`src/rtl/mem_store_buffer.sv`:
```
// Write-back store buffer in front of the data memory: FIFO-queues stores and drains them to the
// single memory port when no load miss needs it, forwarding load hits from the youngest match.
module mem_store_buffer #(
  parameter int DEPTH = 4,
  parameter int AW    = 32,
  parameter int DW    = 32,
  localparam int PW   = $clog2(DEPTH),
  localparam int CW   = PW + 1
) (
  input  logic          clk,
  input  logic          rst_n,
  input  logic          st_valid_i,
  input  logic [AW-1:0] st_addr_i,
  input  logic [DW-1:0] st_data_i,
  output logic          st_ready_o,
  input  logic          ld_valid_i,
  input  logic [AW-1:0] ld_addr_i,
  output logic          ld_hit_o,
  output logic [DW-1:0] ld_data_o,
  output logic          mem_write_o,
  output logic          mem_read_o,
  output logic [AW-1:0] mem_addr_o,
  output logic [DW-1:0] mem_wdata_o,
  output logic [CW-1:0] count_o,
  output logic          empty_o
);

  logic [DEPTH-1:0][AW-1:0] addr_q;
  logic [DEPTH-1:0][DW-1:0] data_q;
  logic [PW-1:0]            wr_ptr_q, wr_ptr_d, rd_ptr_q, rd_ptr_d;
  logic [CW-1:0]            count_q, count_d;
  logic                     push, pop;

  assign empty_o    = (count_q == '0);
  assign st_ready_o = (count_q != CW'(DEPTH));
  assign count_o    = count_q;
  assign push       = st_valid_i & st_ready_o;

  // Walk entries oldest to youngest so the last match seen wins (youngest-first forwarding).
  always_comb begin
    logic [PW-1:0] idx;
    ld_hit_o  = 1'b0;
    ld_data_o = '0;
    idx       = '0;
    for (int k = 0; k < DEPTH; k++) begin
      idx = rd_ptr_q + PW'(k);
      if (ld_valid_i && (CW'(k) < count_q) && (addr_q[idx] == ld_addr_i)) begin
        ld_hit_o  = 1'b1;
        ld_data_o = data_q[idx];
      end
    end
  end

  // A load miss owns the port; otherwise the oldest entry drains.
  always_comb begin
    mem_read_o  = 1'b0;
    mem_write_o = 1'b0;
    mem_addr_o  = '0;
    mem_wdata_o = '0;
    pop         = 1'b0;
    if (ld_valid_i && !ld_hit_o) begin
      mem_read_o = 1'b1;
      mem_addr_o = ld_addr_i;
    end else if (!empty_o) begin
      mem_write_o = 1'b1;
      mem_addr_o  = addr_q[rd_ptr_q];
      mem_wdata_o = data_q[rd_ptr_q];
      pop         = 1'b1;
    end
  end

  always_comb begin
    wr_ptr_d = wr_ptr_q + PW'(push);
    rd_ptr_d = rd_ptr_q + PW'(pop);
    count_d  = count_q + CW'(push) - CW'(pop);
  end

  always_ff @(posedge clk or negedge rst_n) begin
    if (!rst_n) begin
      wr_ptr_q <= '0;
      rd_ptr_q <= '0;
      count_q  <= '0;
      addr_q   <= '0;
      data_q   <= '0;
    end else begin
      wr_ptr_q <= wr_ptr_d;
      rd_ptr_q <= rd_ptr_d;
      count_q  <= count_d;
      if (push) begin
        addr_q[wr_ptr_q] <= st_addr_i;
        data_q[wr_ptr_q] <= st_data_i;
      end
    end
  end

endmodule
```
`config.mk`:
```
export PLATFORM = sky130hd
export DESIGN_NAME = mem_store_buffer
export DESIGN_NICKNAME = d
export VERILOG_FILES = /design/src/rtl/mem_store_buffer.sv
export SDC_FILE = /design/constraint.sdc
export NUM_CORES = 1
export LEC_CHECK = 0
export ABC_AREA = 1
export ABC_CLOCK_PERIOD_IN_PS = 3900
export CORE_MARGIN = 8
export CORE_UTILIZATION = 45
export CTS_BUF_LIST = sky130_fd_sc_hd__clkbuf_16
export CTS_CLUSTER_DIAMETER = 40
export DETAILED_ROUTE_END_ITERATION = 8
export GPL_ROUTABILITY_DRIVEN = 0
export HOLD_SLACK_MARGIN = 0.08
export PLACE_DENSITY = 0.7
export SLEW_MARGIN = 15
export SYNTH_ARGS = -nofsm -noshare
export SYNTH_HDL_FRONTEND = slang
export SYNTH_SLANG_ARGS = --single-unit
```
`constraint.sdc`:
```
create_clock -name clk -period 3.9 [get_ports clk]
set_input_delay 0.78 -clock clk [delete_from_list [all_inputs] [get_ports clk]]
set_output_delay 0.78 -clock clk [all_outputs]
set_load 0.005 [all_outputs]
```
==> impl_metrics.tcl <==
set metrics [dict create \
    antenna_violating_nets_post_route 0 \
    synthesis.area_um2 19500 \
    clkSlewWorstSetupHoldPaths_ns 0.05 \
    synthDominantAreaCellType "sky130_fd_sc_hd__dfrtp_1" \
    crit_required_ns 3.12 \
    drt-pass1-iter-count 6 \
    clock_latency_ns 0.59 \
    cp_cell_sequence "buf_12 > buf_12 > buf_4 > nand2_1 > nand2_1 > buf_4 > nand2_1 > nand2_1 > nand2_1 > nand4_1 > nor2_2 > nand3_2 > nor2_4 > nor2_4 > nand3_4 > nand2_8 > buf_4 > buf_4 > clkbuf_16 > o21ai_2 > clkdlybuf4s15_2" \
    cts-root-to-sink-buffers 3 \
    synth-seq-area-share 0.338 \
    cts_root_buf "sky130_fd_sc_hd__clkbuf_16" \
    timing.critical_path.to_type "primary output" \
    vias 23100 \
    cts_htree_levels 2 \
    drt_iter0_drc 2925 \
    design_power_total_mw 23.8 \
    status "complete, but fails checks" \
    final_net_count 3675 \
    power.share.switching 0.492 \
    antenna_cells 0 \
    cp_data_arrival_time_ns 3.89 \
    yosys_warnings 0 \
    tightestPinTransition_ns 0.780 \
    number_of_global_route_vias_before_repair 21600 \
    drt-total-wl_um 74600 \
    num_io_pins 204 \
    timing.final.crit_period_ns 4.67 \
    maxCapViolCount 0 \
    power_report.internal_total_mw 12.1 \
    synthToLayoutAreaGrowth_pct 33.3 \
    combinational_power_share 0.617 \
    clock.fmax_mhz 214 \
    failed_checks "negative setup slack" \
    cell_type_with_the_highest_occurrence_count_on_the_critical_path "sky130_fd_sc_hd__nand2_1" \
    wire_length_of_the_first_global_routing_pass_um 115000 \
    fp-row-count 76 \
    ir_drop_v 0.000458 \
    routedWlPerCell_um 17.8 \
    slew_viol_final 0 \
    place_hpwl_um 51100 \
    yosysTopAreaCellShare 0.338 \
    slew_headroom 0.480 \
    post-place-cells 4067 \
    setup.worst_path.class "reg -> out" \
    dieHeight_um 224 \
    effective_utilization_at_floorplan 0.454 \
    netlist_instances 3253 \
    post-route-worst-setup-slack_ns -0.769 \
    vias_per_cell 5.51 \
    grt_start_max_net_pins 97 \
    clock_power_share 0.170 \
    clock_sinks 263 \
    grt_residual_overflow 0 \
    synth.avg_cell_area_um2 5.99 \
    coreArea_um2 42900 \
    leakagePower_nw 14.1 \
    setup_violations 99 \
    synthDistinctLibCells 30 \
    io_buffer_count 203 \
    drive_gt1_frac 0.141 \
    finalCritPeriodShare 1.20 \
    route.detailed.drc 0 \
    ys_ff_latch 263 \
    tritoncts "built" \
    timing.final.hold_violations 0 \
    finalClockSkew_ns 0.0310 \
    layout.cells.most_common "sky130_fd_sc_hd__nand2_1" \
    tritoncts.num_buffers 48 \
    grt_setup_unrepaired "yes" \
    yosys-top-cells-area "sky130_fd_sc_hd__dfrtp_1 34%, sky130_fd_sc_hd__nand2_1 29%, sky130_fd_sc_hd__o21ai_0 12%" \
    worstPathMaxFanout 14 \
    net_count_after_synthesis 3358 \
    worstSetupStartpointType "flip-flop" \
    worst_hold_path_type "in -> async" \
    reg2reg_slack_ns 0.25 \
    global_route.usage.total 0.281 \
    total_switching_power_mw 11.7 \
    initial_antenna_violation_count 1 \
    die-area_um2 50200 \
    cp_slowest_cell "sky130_fd_sc_hd__dfrtp_4" \
    slowest_delay_ns 0.59 \
    layout_common_cells "1,489 x sky130_fd_sc_hd__nand2_1, 428 x sky130_fd_sc_hd__o21ai_0, 281 x sky130_fd_sc_hd__inv_1" \
    chipWidth_um 224 \
    final-instance-count-excl-fill 4193 \
    power.share.sequential 0.214 \
    cellPowerDensity_nw_per_um2 914 \
]
## stage by stage
stage / setup slack [ns] / TNS [ns] / cell area (um^2) / util / hold WS, ns
finish: -0.769 / -52.08 / 26000 / 0.606 / 0.185
detailed placement: -0.734 / -64.72 / 23500 / 0.547 / 0.473
CTS: -0.734 / -55.42 / 25200 / 0.588 / 0.215
global route: -0.855 / -62.65 / 26000 / 0.606 / 0.260
global placement: -0.742 / -64.97 / 23500 / 0.547 / 0.468
floorplan: 0.876 / 0 / 19500 / - / 0.453
## final cells by class
type                    count  area [um^2]
clock inverters            40          352
repair buffers            472         4630
multi-input cells        2500        11400
flip-flops and latches    263         6590
fillers                  4021        16900
clock buffers              48         1200
repair inverters            1         8.76
well taps                 585          732
inverters                 284         1100
## state kept, by name, summed over array words and instances (netlist names)
register / cells
count_o: 3
addr_q: 128
rd_ptr_q: 2
wr_ptr_q: 2
data_q: 128
## power by group through the flow
stage	sequential, mW	clock, mW	combinational, mW
floorplan	4.73	0	8.35
global placement	4.97	0	13.0
detailed placement	5.03	0	13.4
CTS	5.02	4.09	13.6
global route	5.25	4.21	16.1
finish	5.07	4.03	14.6
## path summary, 6_finish.rpt
kind                             start        endpoint  cells after the start
max in group asynchronous        rst_n     rd_ptr_q[0]                      2
min reg2reg                 data_q[53]      data_q[53]                      2
max reg2reg                rd_ptr_q[0]      count_o[2]                     23
min                              rst_n      data_q[67]                      1
min in group clk            data_q[53]      data_q[53]                      2
max                        rd_ptr_q[0]  mem_addr_o[20]                     21
## worst max-delay path, delay by kind of cell, from the launching register on
| kind | cells | cell delay, ns |
|---|---|---|
| buffers and inverters | 8 | 1.33 |
| AND/OR/NAND/NOR | 12 | 1.23 |
| flip-flops | 1 | 0.59 |
| AO/OA/AOI/OAI | 1 | 0.15 |
## synthesized netlist by cell type, drive strengths merged
cell type     n
nand3       290
nor2         73
fa            1
xor2         22
and2          1
xnor2         1
a211oi        1
clkbuf      121
o211ai       73
ha            4
nand2      1520
nand4         7
nand3b        2
buf          85
dfrtp       263
a21oi         4
inv         284
nor3          1
o21ai       500
## layer usage
metal,GRT usage,share of wire,up-vias
li1,-,-,11000
met3,0.0568,0.10,249
met2,0.447,0.45,1206
met1,0.361,0.40,10700
met5,0,0.00013,-
met4,0.144,0.055,2
## cell families after synthesis
logic type	Yosys count	synth area share
DFF	263	0.338
AOI/OAI and AO/OA	578	0.158
adders and majority gates	5	0.00359
buffers and inverters	490	0.103
and+or+nand+nor	1894	0.387
xor gates and xnor gates	23	0.0103
## what timing repair did
item / 4_1_cts / 5_1_grt
gates cloned: 2 / 11
endpoints found under the setup margin: 99 / 99
resized for setup: 133 / 202
buffers inserted: 6 / 19
hold buffers: 0 / 0
pin swaps: 5 / 20
Note: power is estimated with default switching activity, not from simulation.
